$ cat src/rtl/fsm_vector_driver.sv
// Vector replay and check engine for the two-state Moore FSM under test.
// Holds a small table of {in, cs, ns, exp_out} vectors, replays them onto the
// FSM and compares the FSM's out against exp_out.
//
// Ports:
//   clk, reset_n      clock, async active-low reset
//   wr_en/addr/data   table write port, honoured only while not busy
//   num_vec, start    run length (clamped to DEPTH) and run request
//   busy, done, pass  run status; done/pass hold until the next start
//   err_count         mismatches in the last run
//   first_err_idx     first mismatching vector index, 0 if none
//   dut_reset         synchronous reset pulse to the FSM
//   dut_in/cs/ns      vector fields driven to the FSM
//   dut_exp_out       expected-output field driven to the FSM
//   dut_out           FSM output under check
//
// Optional: define FSMDRV_STOP_ON_ERR_EN to end a run at the first mismatch.
module fsm_vector_driver #(
    parameter int DEPTH = 16,
    parameter int AW    = 4,
    parameter int OUT_W = 4
) (
    input  logic             clk,
    input  logic             reset_n,
    input  logic             wr_en,
    input  logic [AW-1:0]    wr_addr,
    input  logic [OUT_W+2:0] wr_data,
    input  logic [AW:0]      num_vec,
    input  logic             start,
    output logic             busy,
    output logic             done,
    output logic             pass,
    output logic [AW:0]      err_count,
    output logic [AW-1:0]    first_err_idx,
    output logic             dut_reset,
    output logic             dut_in,
    output logic             dut_cs,
    output logic             dut_ns,
    output logic [OUT_W-1:0] dut_exp_out,
    input  logic [OUT_W-1:0] dut_out
);

    typedef enum logic [2:0] {
        IDLE,
        DRST,
        DRIVE,
        CHECK,
        DONE
    } state_t;

    state_t state, state_nx;

    logic [OUT_W+2:0] vec_mem [DEPTH];
    logic [AW:0]      count_q;
    logic [AW:0]      count_clamp;
    logic [AW-1:0]    idx_q;
    logic             accept;
    logic             mismatch;
    logic             last_vec;

    always_comb begin
        count_clamp = (num_vec > (AW+1)'(DEPTH)) ? (AW+1)'(DEPTH) : num_vec;
        accept      = start && ((state == IDLE) || (state == DONE));
        mismatch    = (dut_out != dut_exp_out);
        last_vec    = ({1'b0, idx_q} == (count_q - 1'b1));
    end

    assign busy      = (state == DRST) || (state == DRIVE) || (state == CHECK);
    assign dut_reset = (state == DRST);

    always_ff @(posedge clk or negedge reset_n) begin
        if (!reset_n) begin
            state <= IDLE;
        end else begin
            state <= state_nx;
        end
    end

    always_comb begin
        state_nx = state;
        unique case (state)
            IDLE, DONE: begin
                if (accept) state_nx = DRST;
            end
            DRST: begin
                state_nx = (count_q == '0) ? DONE : DRIVE;
            end
            DRIVE: begin
                state_nx = CHECK;
            end
            CHECK: begin
`ifdef FSMDRV_STOP_ON_ERR_EN
                state_nx = (mismatch || last_vec) ? DONE : DRIVE;
`else
                state_nx = last_vec ? DONE : DRIVE;
`endif
            end
            default: begin
                state_nx = IDLE;
            end
        endcase
    end

    always_ff @(posedge clk or negedge reset_n) begin
        if (!reset_n) begin
            for (int i = 0; i < DEPTH; i++) vec_mem[i] <= '0;
            count_q       <= '0;
            idx_q         <= '0;
            err_count     <= '0;
            first_err_idx <= '0;
            done          <= 1'b0;
            pass          <= 1'b0;
            dut_in        <= 1'b0;
            dut_cs        <= 1'b0;
            dut_ns        <= 1'b0;
            dut_exp_out   <= '0;
        end else begin
            // The table is frozen only while a run is active.
            if (wr_en && !busy && (int'(wr_addr) < DEPTH)) begin
                vec_mem[wr_addr] <= wr_data;
            end
            if (accept) begin
                count_q       <= count_clamp;
                err_count     <= '0;
                first_err_idx <= '0;
                done          <= 1'b0;
                pass          <= 1'b0;
            end
            if (state == DRST) begin
                idx_q <= '0;
            end
            if (state == DRIVE) begin
                {dut_in, dut_cs, dut_ns, dut_exp_out} <= vec_mem[idx_q];
            end
            if (state == CHECK) begin
                if (mismatch) begin
                    err_count <= err_count + 1'b1;
                    if (err_count == '0) first_err_idx <= idx_q;
                end
                if (!last_vec) idx_q <= idx_q + 1'b1;
            end
            // done/pass register one cycle after entering DONE.
            if ((state == DONE) && !accept) begin
                done <= 1'b1;
                pass <= (err_count == '0);
            end
        end
    end

endmodule

$ cat config.mk
export PLATFORM = sky130hd
export DESIGN_NAME = fsm_vector_driver
export DESIGN_NICKNAME = d
export VERILOG_FILES = /design/src/rtl/fsm_vector_driver.sv
export SDC_FILE = /design/constraint.sdc
export NUM_CORES = 1
export LEC_CHECK = 0
export CAP_MARGIN = 10
export CORE_ASPECT_RATIO = 0.75
export CORE_MARGIN = 4
export CORE_UTILIZATION = 41
export DETAILED_ROUTE_END_ITERATION = 8
export GPL_TIMING_DRIVEN = 0
export PLACE_DENSITY = 0.62
export RECOVER_POWER = 50
export SLEW_MARGIN = 20
export SYNTH_ARGS = -nofsm -noshare
export SYNTH_HDL_FRONTEND = slang
export SYNTH_SLANG_ARGS = --single-unit
$ cat constraint.sdc
create_clock -name clk -period 3 [get_ports clk]
set_input_delay 0.3 -clock clk [delete_from_list [all_inputs] [get_ports clk]]
set_output_delay 0.3 -clock clk [all_outputs]
set_load 0.02 [all_outputs]
==> impl_metrics.env, run 1 <==
export IMPL_status="complete, but fails checks"
export IMPL_violations="capacitance limit, slew limit"
export IMPL_rsz0062_at_grt="false"
export IMPL_hpwl_um=11300
export IMPL_diodes=0
export IMPL_dr_pass1_iters=5
export IMPL_insertion_delay_ns=0.42
export IMPL_clk_path_buf_depth=2
export IMPL_routed_wl_um=15900
export IMPL_fin_crit_sh_pct=87.8
export IMPL_clkTransAtPathRegs_ns=0.06
export IMPL_finalClockSkew_ns=0.00779
export IMPL_crit_fanout=8
export IMPL_path_class="flip-flop to flip-flop"
export IMPL_met3_usage_pct=4.50
export IMPL_seqPwrFrac_pct=38.8
export IMPL_max_freq_mhz=380
export IMPL_arrival_ns=2.93
export IMPL_start_util_pct=41.6
export IMPL_clock_sinks=142
export IMPL_worst_ep_required_time_ns=3.30
export IMPL_synth_area_mm2=0.00665
export IMPL_drc=0
export IMPL_dp_cells=730
export IMPL_cap_viol_max_count=1
export IMPL_grt_util_met2_pct=26.7
export IMPL_maxSlewViolCount=66
export IMPL_grt_max_degree=78
export IMPL_cts_buffers=17
export IMPL_hold_class="input port to flip-flop"
export IMPL_finalHoldViolCount=0
export IMPL_power_density_mw_per_mm2=1000
export IMPL_portBuffers=41
export IMPL_yosys_most_used_dff="dfrtp_1"
export IMPL_ys_seq_area_share_pct=53.5
export IMPL_p_leak_uw=0.00346
export IMPL_netSwitchingFraction_pct=31.5
export IMPL_vias=4206
export IMPL_clkPwrFrac_pct=27.0
export IMPL_avgSynthCellArea_um2=13.9
export IMPL_yosysWarnings=0
export IMPL_grt_pass1_vias=4419
export IMPL_synthTopCellsByCount="dfrtp_1 (142), mux2_2 (115), mux4_2 (26)"
export IMPL_seq_area_mm2=0.00355
export IMPL_grt_pass1_wl_um=25700
export IMPL_cts_root_buf="clkbuf_16"
export IMPL_ant_nets=0
export IMPL_fin_crit_ns=2.63
export IMPL_die_y_um=118
export IMPL_place_ws_ns=0.476
export IMPL_dieArea_mm2=0.0183
export IMPL_die_width_um=155
export IMPL_syn_num_nets=506
export IMPL_synthTopCellsByArea="dfrtp_1 (53%), mux2_2 (19%), mux4_2 (8.8%)"
export IMPL_busiest_layer="met1"
export IMPL_grt_overflow_total=0
export IMPL_peakVddDrop_mv=0.553
export IMPL_final_area_mm2=0.00794
export IMPL_yosys_cell_count_top_type="dfrtp_1"
export IMPL_drt_iter0_drc=249
export IMPL_place_area_mm2=0.00735
export IMPL_io_pins=44
export IMPL_comb_power_share_pct=34.2
export IMPL_drive_gt1_share_pct=34.8
export IMPL_ys_ff_latch=142
export IMPL_yosysTopAreaCell="dfrtp_1"
export IMPL_critPathLaunchType="flip-flop"
export IMPL_syn2layout_area_growth_pct=19.5
export IMPL_multi_input_area_mm2=0.00293
export IMPL_core_area_mm2=0.0160
export IMPL_avgRoutedWirePerCell_um=20.9
export IMPL_post_route_util_pct=49.8
export IMPL_slew_limit_headroom_pct=-14.5
export IMPL_cts_resized=0
export IMPL_tightestPinTransition_ns=1.72
export IMPL_viasPerCell=5.53
export IMPL_n_fill_cell=1373
export IMPL_antenna_found_initial=2
export IMPL_grt_util_met1_pct=28.2
export IMPL_setup_slack_ns=0.367
export IMPL_num_rows=40
export IMPL_gp_congestion=0.757
export IMPL_synthCells=478
export IMPL_ys_types=41
export IMPL_cts_tree="built"
export IMPL_htree_num_levels=4
export IMPL_async_reset_ff_share_pct=100
export IMPL_power_switching_uw=2510
export IMPL_grt_usage_pct=18.5
export IMPL_yosys_area_top_type_share_pct=53.5
export IMPL_crit_path_end_kind="flip-flop"
export IMPL_synth_edf_count=0
export IMPL_nets=568
export IMPL_setup_viol=0
export IMPL_p_int_uw=5440
export IMPL_fin_cells=761
[critical path, cell delays in order, from the launching register on]
cell and delay, ns:
dfrtp_1 0.44, nor2_1 0.53, o21ai_2 0.17, or3b_1 0.39, buf_4 0.18, nor3_4 0.40
mux2_2 0.39
[state kept, by name (all words and copies together) (netlist names)]
signal and cells:
pass 1, count_q 5, dut_exp_out 4, dut_cs 1
vec_mem 112, idx_q 4, err_count 5, first_err_idx 4
state 3, dut_in 1, done 1, dut_ns 1
[cells in the final DEF (no fill, tap or decap), drive strengths merged, types with 11 or more instances in the layout]
master           n
dfrtp          142
mux2           115
clkbuf          39
clkdlybuf4s50   36
mux4            26
nand2           23
nor2            21
o21ai           15
inv             12
buf             11
[layer usage]
| layer | routed length (µm) | part of all wire [%] | vias up |
|---|---|---|---|
| met3 | 883 | 5.6 | 18 |
| met4 | 167 | 1.1 | 4 |
| met5 | 26 | 0.16 | - |
| li1 | - | - | 1879 |
| met1 | 7830 | 49 | 2220 |
| met2 | 6990 | 44 | 85 |
[final timing paths]
path                                   from  cells past startpoint  slack (ns)           end
max in group asynchronous           reset_n                      3        1.01  vec_mem[110]
worst min-delay path             num_vec[1]                      3        0.46    count_q[1]
worst max register to register     state[1]                      6        0.37  vec_mem[100]
worst max-delay path               state[1]                      6        0.37  vec_mem[100]
worst min register to register  vec_mem[57]                      1        0.50   vec_mem[57]
min in group asynchronous           reset_n                      2        0.87  err_count[4]
[per-stage QoR]
stage / hold slack [ns] / TNS [ns] / total power [µW]
4_1_cts: 0.435 / 0 / 8020
6_report: 0.456 / 0 / 7950
5_1_grt: 0.460 / 0 / 8420
3_3_place_gp: 0.482 / -534.66 / 5730
2_1_floorplan: 0.00441 / 0 / 4910
3_5_place_dp: 0.289 / 0 / 5870
[area by class of cell]
class / instances / area share (%)
buffer: 25 / 1.37
clock inverter: 7 / 1.39
inverter: 12 / 0.567
timing repair buffer: 43 / 5.58
clock buffer: 23 / 6.14
sequential: 142 / 44.7
multi-input combinational: 299 / 36.9
tap: 210 / 3.31
[logic make-up after synthesis]
logic type	count (synthesis)	synth area share [%]
AOI/OAI and AO/OA	48	4.46
xor gates and xnor gates	10	1.54
adders and majority gates	4	0.753
buffers and inverters	37	2.31
DFF	142	53.5
muxes	151	29.8
and+or+nand+nor	86	7.68
[power by group through the flow]
stage	logic [µW]	clock network [µW]	registers, µW
after detailed placement	2740	0	3120
after CTS	2750	2180	3090
final	2720	2150	3090
after global placement	2660	0	3070
after floorplan	1820	0	3100
after global routing	2970	2260	3190
[timing repair]
action | 4_1_cts | 5_1_grt
buffers inserted | 0 | 0
hold endpoints to repair | 65 | 0
hold buffers | 1 | 0
Power figures use the tool's default switching activity.
==> run 2: changes to the inputs <==
--- a/config.mk
+++ b/config.mk
@@ -5,10 +5,11 @@
 export SDC_FILE = /design/constraint.sdc
 export NUM_CORES = 1
 export LEC_CHECK = 0
-export CAP_MARGIN = 10
+export CAP_MARGIN = 20
 export CORE_ASPECT_RATIO = 0.75
 export CORE_MARGIN = 4
 export CORE_UTILIZATION = 41
+export CTS_CLUSTER_SIZE = 10
 export DETAILED_ROUTE_END_ITERATION = 8
 export GPL_TIMING_DRIVEN = 0
 export PLACE_DENSITY = 0.62
==> results of run 2 <==
Final layout, timing and power as in run 1 (identical DEF).
==> run 3: changes to the inputs <==
--- a/config.mk
+++ b/config.mk
@@ -5,14 +5,16 @@
 export SDC_FILE = /design/constraint.sdc
 export NUM_CORES = 1
 export LEC_CHECK = 0
+export ABC_CLOCK_PERIOD_IN_PS = 3000
 export CAP_MARGIN = 20
 export CORE_ASPECT_RATIO = 0.75
 export CORE_MARGIN = 4
 export CORE_UTILIZATION = 41
+export CTS_BUF_LIST = sky130_fd_sc_hd__clkbuf_2 sky130_fd_sc_hd__clkbuf_4 sky130_fd_sc_hd__clkbuf_8
 export CTS_CLUSTER_SIZE = 10
 export DETAILED_ROUTE_END_ITERATION = 8
 export GPL_TIMING_DRIVEN = 0
-export PLACE_DENSITY = 0.62
+export PLACE_DENSITY = 0.6
 export RECOVER_POWER = 50
 export SLEW_MARGIN = 20
 export SYNTH_ARGS = -nofsm -noshare
==> run 3 against run 2 <==
Effect of this change:
- the run now ends clean
- global-route usage decreased by 0.42 points
- first-iteration DRC count shrank 14%
- critical path depth increased by 2
- sequential share of layout area rose by 0.66 points
- utilization shrank 0.73 points
- combinational power about the same
- maximum frequency up 7.7%
- clock-buffer cell count fell by 3
- critical path type unchanged
- critical endpoint is now dut_exp_out[2]
- largest power group unchanged
==> impl_metrics.env, run 3 (synthesized netlist as in run 1, its figures left out) <==
export IMPL_path_class="flip-flop to flip-flop"
export IMPL_top_regs="vec_mem (112), count_q (5), err_count (5)"
export IMPL_n_fill_cell=1370
export IMPL_num_rows=40
export IMPL_die_width_um=155
export IMPL_portBuffers=41
export IMPL_tightestPinTransition_ns=1.48
export IMPL_dieArea_mm2=0.0183
export IMPL_final_common_cell="dfrtp_1"
export IMPL_ctsHoldBuffers=1
export IMPL_finalClockSkew_ns=0.0160
export IMPL_critPathLaunchType="flip-flop"
export IMPL_arrival_ns=2.75
export IMPL_clock_sinks=142
export IMPL_clkTransAtPathRegs_ns=0.08
export IMPL_crit_path_end_kind="flip-flop"
export IMPL_htree_num_levels=4
export IMPL_grt_max_degree=87
export IMPL_drc=0
export IMPL_cts_resized=0
export IMPL_slew_limit_headroom_pct=1.36
export IMPL_viasPerCell=5.37
export IMPL_netSwitchingFraction_pct=33.0
export IMPL_post_route_util_pct=49.0
export IMPL_routed_wl_um=15700
export IMPL_clk_path_buf_depth=2
export IMPL_p_int_uw=5090
export IMPL_largest_register="vec_mem"
export IMPL_fin_crit_ns=2.44
export IMPL_hpwl_um=11200
export IMPL_p_leak_uw=0.00340
export IMPL_dr_pass1_iters=4
export IMPL_finalHoldViolCount=0
export IMPL_die_y_um=118
export IMPL_grt_overflow_total=0
export IMPL_grt_pass1_wl_um=25300
export IMPL_insertion_delay_ns=0.44
export IMPL_fin_hold_ws_ns=0.430
export IMPL_drive_gt1_share_pct=35.6
export IMPL_syn2layout_area_growth_pct=17.7
export IMPL_status="completed"
export IMPL_ant_nets=0
export IMPL_comb_power_share_pct=35.8
export IMPL_crit_fanout=10
export IMPL_cts_setup_buffers=0
export IMPL_grt_usage_pct=18.1
export IMPL_peakVddDrop_mv=0.412
export IMPL_hold_class="input port to flip-flop"
export IMPL_largest_reg_flops=112
export IMPL_start_util_pct=41.6
export IMPL_vias=4097
export IMPL_cts_root_buf="clkbuf_8"
export IMPL_power_density_mw_per_mm2=970
export IMPL_drt_iter0_drc=214
export IMPL_max_freq_mhz=409
export IMPL_io_pins=44
export IMPL_worst_ep_required_time_ns=3.30
export IMPL_nets=568
export IMPL_antenna_found_initial=0
export IMPL_maxSlewViolCount=0
export IMPL_p_total_uw=7600
export IMPL_cap_viol_max_count=0
export IMPL_rsz0062_at_grt="false"
export IMPL_multi_input_area_mm2=0.00295
export IMPL_fin_crit_sh_pct=81.5
export IMPL_layout_common_cells="dfrtp_1 (142), mux2_2 (115), clkdlybuf4s50_1 (37)"
export IMPL_cts_tree="built"
export IMPL_rrSetupSlack_ns=0.56
export IMPL_power_switching_uw=2500
export IMPL_core_area_mm2=0.0160
export IMPL_clkPwrFrac_pct=23.5
export IMPL_grt_pass1_vias=4221
export IMPL_cts_buffers=17
export IMPL_diodes=0
export IMPL_gp_congestion=0.807
export IMPL_seq_area_mm2=0.00355
export IMPL_avgRoutedWirePerCell_um=20.5
export IMPL_seqPwrFrac_pct=40.6
export IMPL_setup_viol=0
## run 3: final cells by class
type | instances | area share, %
inverter | 12 | 0.575
buffer | 25 | 1.39
sequential | 142 | 45.4
timing repair buffer | 43 | 5.66
tap | 210 | 3.36
clock inverter | 12 | 2.67
clock buffer | 20 | 3.28
multi-input combinational | 299 | 37.7
## run 3: power by group through the flow
stage               clock network (µW)  logic [µW]  registers, µW
global placement                     0        2670           3070
floorplan                            0        1820           3100
finish                            1790        2720           3080
global route                      1910        2990           3190
detailed placement                   0        2740           3120
CTS                               1820        2750           3080
## run 3: layer usage
| metal | vias up | wire (µm) | GRT usage [%] |
|---|---|---|---|
| met4 | 0 | 170 | 4.63 |
| met5 | - | 0 | 0 |
| met2 | 85 | 6590 | 24.5 |
| li1 | 1879 | - | - |
| met1 | 2119 | 7880 | 27.8 |
| met3 | 14 | 1030 | 5.71 |
## run 3: through the flow
step	setup slack, ns	setup TNS, ns	cells	instance area [µm²]
after floorplan	1.03	0	478	6650
after global placement	-3.88	-549.61	729	7320
after detailed placement	0.400	0	730	7360
after CTS	0.596	0	763	7840
after global routing	0.374	0	763	7830
final	0.556	0	763	7830
## run 3: path summary, 6_finish.rpt
check / start / endpoint / cells after the start
worst max-delay path: idx_q[0] / dut_exp_out[2] / 8
worst min-delay path: num_vec[2] / count_q[2] / 3
worst max register to register: idx_q[0] / dut_exp_out[2] / 8
worst min register to register: vec_mem[68] / vec_mem[68] / 1
max in group asynchronous: reset_n / vec_mem[110] / 3
min in group asynchronous: reset_n / err_count[4] / 2
## run 3: worst max-delay path: stages (launching register included)
cell and delay, ns:
dfrtp_1 0.35, buf_2 0.24, buf_4 0.32, buf_2 0.39, mux2_2 0.38, o22ai_1 0.16
a31oi_1 0.08, a21oi_1 0.28, a21oi_1 0.10
